## src/rtl/chebyshev_pkg.sv

```systemverilog
// Shared definitions for the Chebyshev evaluator: default widths,
// sequencer state encoding and a width helper used by the datapath trim.
package chebyshev_pkg;

  localparam int DEF_WORD_LENGTH  = 16;
  localparam int DEF_COEFF_LENGTH = 16;
  localparam int DEF_DEGREE       = 3;
  localparam int DEF_NUM_FUNC     = 4;

  // Never returns 0 so derived vector widths stay legal for trivial sizes.
  function automatic int clog2(input int value);
    int w;
    w = 0;
    while ((1 << w) < value) w++;
    return (w < 1) ? 1 : w;
  endfunction

  localparam int WIDENING = clog2(DEF_DEGREE + 1);

  typedef enum logic [2:0] {
    S_IDLE,
    S_FETCH,
    S_ISSUE,
    S_WAIT,
    S_DONE
  } state_t;

endpackage

```

## src/rtl/chebyshev_sequencer.sv

```systemverilog
// Horner-step controller: latches x, walks c_DEGREE..c_0 through the ROM
// and the mult/add datapath, then hands the accumulator downstream.
module chebyshev_sequencer
  import chebyshev_pkg::*;
#(
  parameter int WORD_LENGTH  = DEF_WORD_LENGTH,
  parameter int COEFF_LENGTH = DEF_COEFF_LENGTH,
  parameter int DEGREE       = DEF_DEGREE,
  parameter int NUM_FUNC     = DEF_NUM_FUNC,
  localparam int K_W    = clog2(DEGREE + 1),
  localparam int F_W    = clog2(NUM_FUNC),
  localparam int ADDR_W = F_W + K_W
) (
  input  logic                    clock,
  input  logic                    reset,
  input  logic                    in_valid,
  output logic                    in_ready,
  input  logic [WORD_LENGTH-1:0]  in_data,
  input  logic [F_W-1:0]          in_func,
  output logic                    coeff_rd_en,
  output logic [ADDR_W-1:0]       coeff_addr,
  input  logic [COEFF_LENGTH-1:0] coeff_data,
  output logic                    dp_issue,
  output logic [WORD_LENGTH-1:0]  dp_x,
  output logic [WORD_LENGTH-1:0]  dp_acc,
  output logic [COEFF_LENGTH-1:0] dp_coeff,
  input  logic                    dp_valid,
  input  logic [WORD_LENGTH-1:0]  dp_result,
  output logic                    out_valid,
  input  logic                    out_ready,
  output logic [WORD_LENGTH-1:0]  out_data,
  output logic                    busy,
  output logic                    error
);

  state_t state, state_nx;

  logic [WORD_LENGTH-1:0] x_q;
  logic [WORD_LENGTH-1:0] acc_q;
  logic [K_W-1:0]         k_q;
  logic [F_W-1:0]         func_q;
  logic                   err_q;

  logic accept;
  logic step_done;
  logic spurious;

  assign accept    = (state == S_IDLE) && in_valid;
  assign step_done = (state == S_WAIT) && dp_valid;
  // A result outside WAIT means the datapath and sequencer disagree.
  assign spurious  = dp_valid && ((state == S_FETCH) ||
                                  (state == S_ISSUE) ||
                                  (state == S_DONE));

  always_ff @(posedge clock) begin
    if (reset) begin
      state  <= S_IDLE;
      x_q    <= '0;
      acc_q  <= '0;
      k_q    <= '0;
      func_q <= '0;
      err_q  <= 1'b0;
    end else begin
      state <= state_nx;
      if (accept) begin
        x_q    <= in_data;
        func_q <= in_func;
        acc_q  <= '0;
        k_q    <= K_W'(DEGREE);
      end
      if (step_done) begin
        acc_q <= dp_result;
        if (k_q != '0) k_q <= k_q - K_W'(1);
      end
      if (spurious) err_q <= 1'b1;
    end
  end

  always_comb begin
    state_nx    = state;
    in_ready    = 1'b0;
    coeff_rd_en = 1'b0;
    dp_issue    = 1'b0;
    out_valid   = 1'b0;
    unique case (state)
      S_IDLE: begin
        in_ready = 1'b1;
        if (in_valid) state_nx = S_FETCH;
      end
      S_FETCH: begin
        coeff_rd_en = 1'b1;
        state_nx    = S_ISSUE;
      end
      S_ISSUE: begin
        dp_issue = 1'b1;
        state_nx = S_WAIT;
      end
      S_WAIT: begin
        if (dp_valid)
          state_nx = (k_q == '0) ? S_DONE : S_FETCH;
      end
      S_DONE: begin
        out_valid = 1'b1;
        if (out_ready) state_nx = S_IDLE;
      end
      default: state_nx = S_IDLE;
    endcase
  end

  assign coeff_addr = {func_q, k_q};
  assign dp_x       = x_q;
  assign dp_acc     = acc_q;
  assign dp_coeff   = coeff_data;
  assign out_data   = acc_q;
  assign busy       = (state != S_IDLE);
  assign error      = err_q;

endmodule

```

## config.mk

```make
export PLATFORM = sky130hd
export DESIGN_NAME = chebyshev_sequencer
export DESIGN_NICKNAME = d
export VERILOG_FILES = /design/src/rtl/chebyshev_pkg.sv /design/src/rtl/chebyshev_sequencer.sv
export SDC_FILE = /design/constraint.sdc
export NUM_CORES = 1
export LEC_CHECK = 0
export ABC_AREA = 1
export ABC_CLOCK_PERIOD_IN_PS = 1600
export BUFFER_PORTS_ARGS = -buffer_cell sky130_fd_sc_hd__clkbuf_2
export CAP_MARGIN = 25
export CELL_PAD_IN_SITES_DETAIL_PLACEMENT = 1
export CELL_PAD_IN_SITES_GLOBAL_PLACEMENT = 2
export CORE_ASPECT_RATIO = 0.7
export CORE_MARGIN = 1
export CORE_UTILIZATION = 20
export CTS_BUF_LIST = sky130_fd_sc_hd__clkbuf_16
export CTS_CLUSTER_DIAMETER = 60
export CTS_CLUSTER_SIZE = 16
export DETAILED_ROUTE_END_ITERATION = 12
export PLACE_DENSITY_LB_ADDON = 0.2
export SLEW_MARGIN = 20
export SYNTH_ARGS = -nofsm -noshare
export SYNTH_HDL_FRONTEND = slang
export SYNTH_SLANG_ARGS = --single-unit
```

## constraint.sdc

```tcl
create_clock -name clock -period 1.6 [get_ports clock]
set_input_delay 0 -clock clock [delete_from_list [all_inputs] [get_ports clock]]
set_output_delay 0 -clock clock [all_outputs]
set_load 0.1 [all_outputs]
```

==> results.py <==
metrics = {
    "run_status": {
        "outcome": "finished clean",
    },
    "min_path": {
        "hold-path-cell-count": 0,
        "hold_class": "in2out",
        "hold_end": "dp_coeff[6]",
        "holdCritStartpoint": "coeff_data[6]",
    },
    "synthesis": {
        "synth_top_family_by_area": "simple AND/OR/NAND/NOR gates",
        "synth.yosys.seq_area_share": 0.429,
        "ys_warn_count": 0,
        "syn_area_per_cell_um2": 7.77,
        "synth_adder_area_share": 0,
        "synthesis.nets": 295,
        "synth_cell_types": 19,
        "synth_xor_area_frac": 0,
        "synth.area.mux_share": 0,
        "syn_area_um2": 1870,
        "ys_seq_elements": 40,
        "synth_compound_area_frac": 0.126,
        "synthCells": 240,
        "yosys.area_share.simple": 0.235,
    },
    "drt": {
        "first_iter_violations": 46,
        "vias": 1870,
        "via_per_inst": 4.04,
        "drc": 0,
        "antenna_left": 0,
        "wl_um": 5750,
        "routedWlPerCell_um": 12.4,
        "drt_pass1_iterations": 4,
    },
    "die": {
        "dieArea_um2": 9720,
        "core_um2": 9070,
        "io_pins": 129,
        "initial_utilization": 0.206,
        "die_w_um": 117,
        "die_h_um": 82.8,
        "fp-row-count": 29,
    },
    "pwr": {
        "pwr_density_cell_nw_per_um2": 1190,
        "max-vdd-ir-drop_mv": 0.374,
        "power_mw": 3.28,
        "power.leakage_nw": 1.25,
    },
    "clock_network": {
        "ctsHtreeMaxLevel": 2,
        "numCtsBuffers": 5,
        "cts.clk_slew.worst_paths_ps": 60,
        "post_cts_buffers": 0,
        "worstSkewPairLatency_ps": 280,
        "cts_tree": "yes",
        "root_buffer": "clkbuf_16",
        "cts_num_sinks": 40,
        "clockBufferDepth": 2,
    },
    "sta": {
        "worst_slack_ps": 139,
        "tns_ps": 0,
        "whs_ps": 0.0377,
        "fmax_mhz": 685,
        "skew_ps": 4.06,
        "period_needed_ps": 1460,
        "slew_violations": 0,
        "worst-slew-pin-transition_ps": 552,
        "maxSlewHeadroom": 0.633,
        "hold_viol_final": 0,
        "rsz0062_at_grt": "no",
        "period_share": 0.913,
        "final-setup-viol-count": 0,
    },
    "grt": {
        "grt_pass1_wl_um": 9790,
        "grt_max_degree": 21,
        "track_usage": 0.127,
        "grt_pass1_vias": 1843,
        "antenna_found_initial": 0,
        "grt_overflow": 0,
    },
    "final_layout": {
        "layout.cells.non_filler": 463,
        "fin_area_um2": 2750,
        "syn2layout_area_growth_pct": 47.6,
        "drive_gt1_frac": 0.366,
        "final_cell_mix": "clkbuf_2 (94), nand2_1 (45), nand3_1 (41)",
        "layout.cells.most_common": "clkbuf_2",
        "num_antenna_cells": 0,
        "final_core_util": 0.303,
        "num-nets-final": 393,
    },
    "placed_design": {
        "dp.cells": 421,
        "pre_cts_slack_ps": 141,
        "dpl.hpwl_um": 4080,
        "place.gp.congestion": 0.693,
        "placed_area_um2": 2270,
        "numPortBuffers": 96,
    },
    "setup_path": {
        "r2r-end": "dp_acc[3]",
        "path_max_fanout": 20,
        "cp_data_required_time_ps": 1600,
        "reg2reg_from": "state[0]",
        "cp-end-kind": "primary output",
        "reg2regPathDepth": 6,
        "startpoint_type": "flop",
        "path_class": "reg2out",
        "r2r_setup_slack_ps": 190,
        "critical_path_arrival_ps": 1460,
    },
    "run": {
        "drv_cap": 0,
    },
}
==> synthesized netlist by cell type <==
master,instances,area [um^2]
nand2_1,45,169
nand3_1,41,205
dfxtp_1,40,801
buf_4,35,263
a21oi_1,27,135
inv_1,15,56.3
a21oi_2,10,87.6
nor2_1,9,33.8
clkbuf_1,4,15.0
buf_2,3,15.0
buf_6,3,33.8
a31oi_1,1,6.26
buf_1,1,3.75
clkinv_2,1,5.00
nand2_2,1,6.26
nand3_2,1,10.0
nor2_2,1,6.26
nor3b_1,1,7.51
o22ai_1,1,6.26
==> what timing repair did <==
| action | 4_1_cts | 5_1_grt |
|---|---|---|
| hold endpoints to repair | 34 | 0 |
| resized for setup | 0 | 3 |
| hold buffers | 34 | 0 |
| endpoints found under the setup margin | 0 | 7 |
==> cell families (layout without fill, tap and decap cells) <==
group | after synthesis | count (layout)
compound gates | 39 | 39
buf+inv | 62 | 161
flops | 40 | 40
simple gates | 99 | 99
==> metal layers <==
layer	wire length, um	global-route usage	part of all wire
met3	293	0.0343	0.051
met5	0	0	0
met1	2900	0.176	0.50
met2	2520	0.192	0.44
met4	38	0.0342	0.0066
==> power breakdown <==
part / switching, mW / internal, mW
Combinational: 0.923 / 0.300
Sequential: 0.0518 / 1.06
Clock: 0.382 / 0.561
Total: 1.36 / 1.93
==> sequential cells by signal, summed over array words and instances (netlist names) <==
signal and count:
dp_acc 16, dp_x 16, state 3, func_q 2
k_q 2, error 1
==> worst max path at each step <==
stage / startpoint / end / depth (start not counted)
floorplan: k_q[0] / k_q[1] / 3
global placement: state[0] / dp_acc[0] / 6
detailed placement: state[0] / dp_acc[12] / 6
CTS: state[2] / busy / 6
global route: state[1] / out_valid / 4
finish: state[2] / busy / 6
==> cell type report <==
cell class | instances | area, um^2
fillers | 1126 | 6320
repair buffers | 137 | 916
flip-flops and latches | 40 | 801
multi-input cells | 138 | 676
well taps | 124 | 155
clock buffers | 5 | 125
inverters | 16 | 68.8
clock inverters | 3 | 11.3
==> worst max-delay path, stage by stage, from the launching register on <==
cell	delay [ps]
dfxtp_1	380
nor2_1	160
inv_1	60
nor2_2	120
buf_12	180
clkinvlp_4	110
buf_12	170
Note: power is estimated with default switching activity, not from simulation.
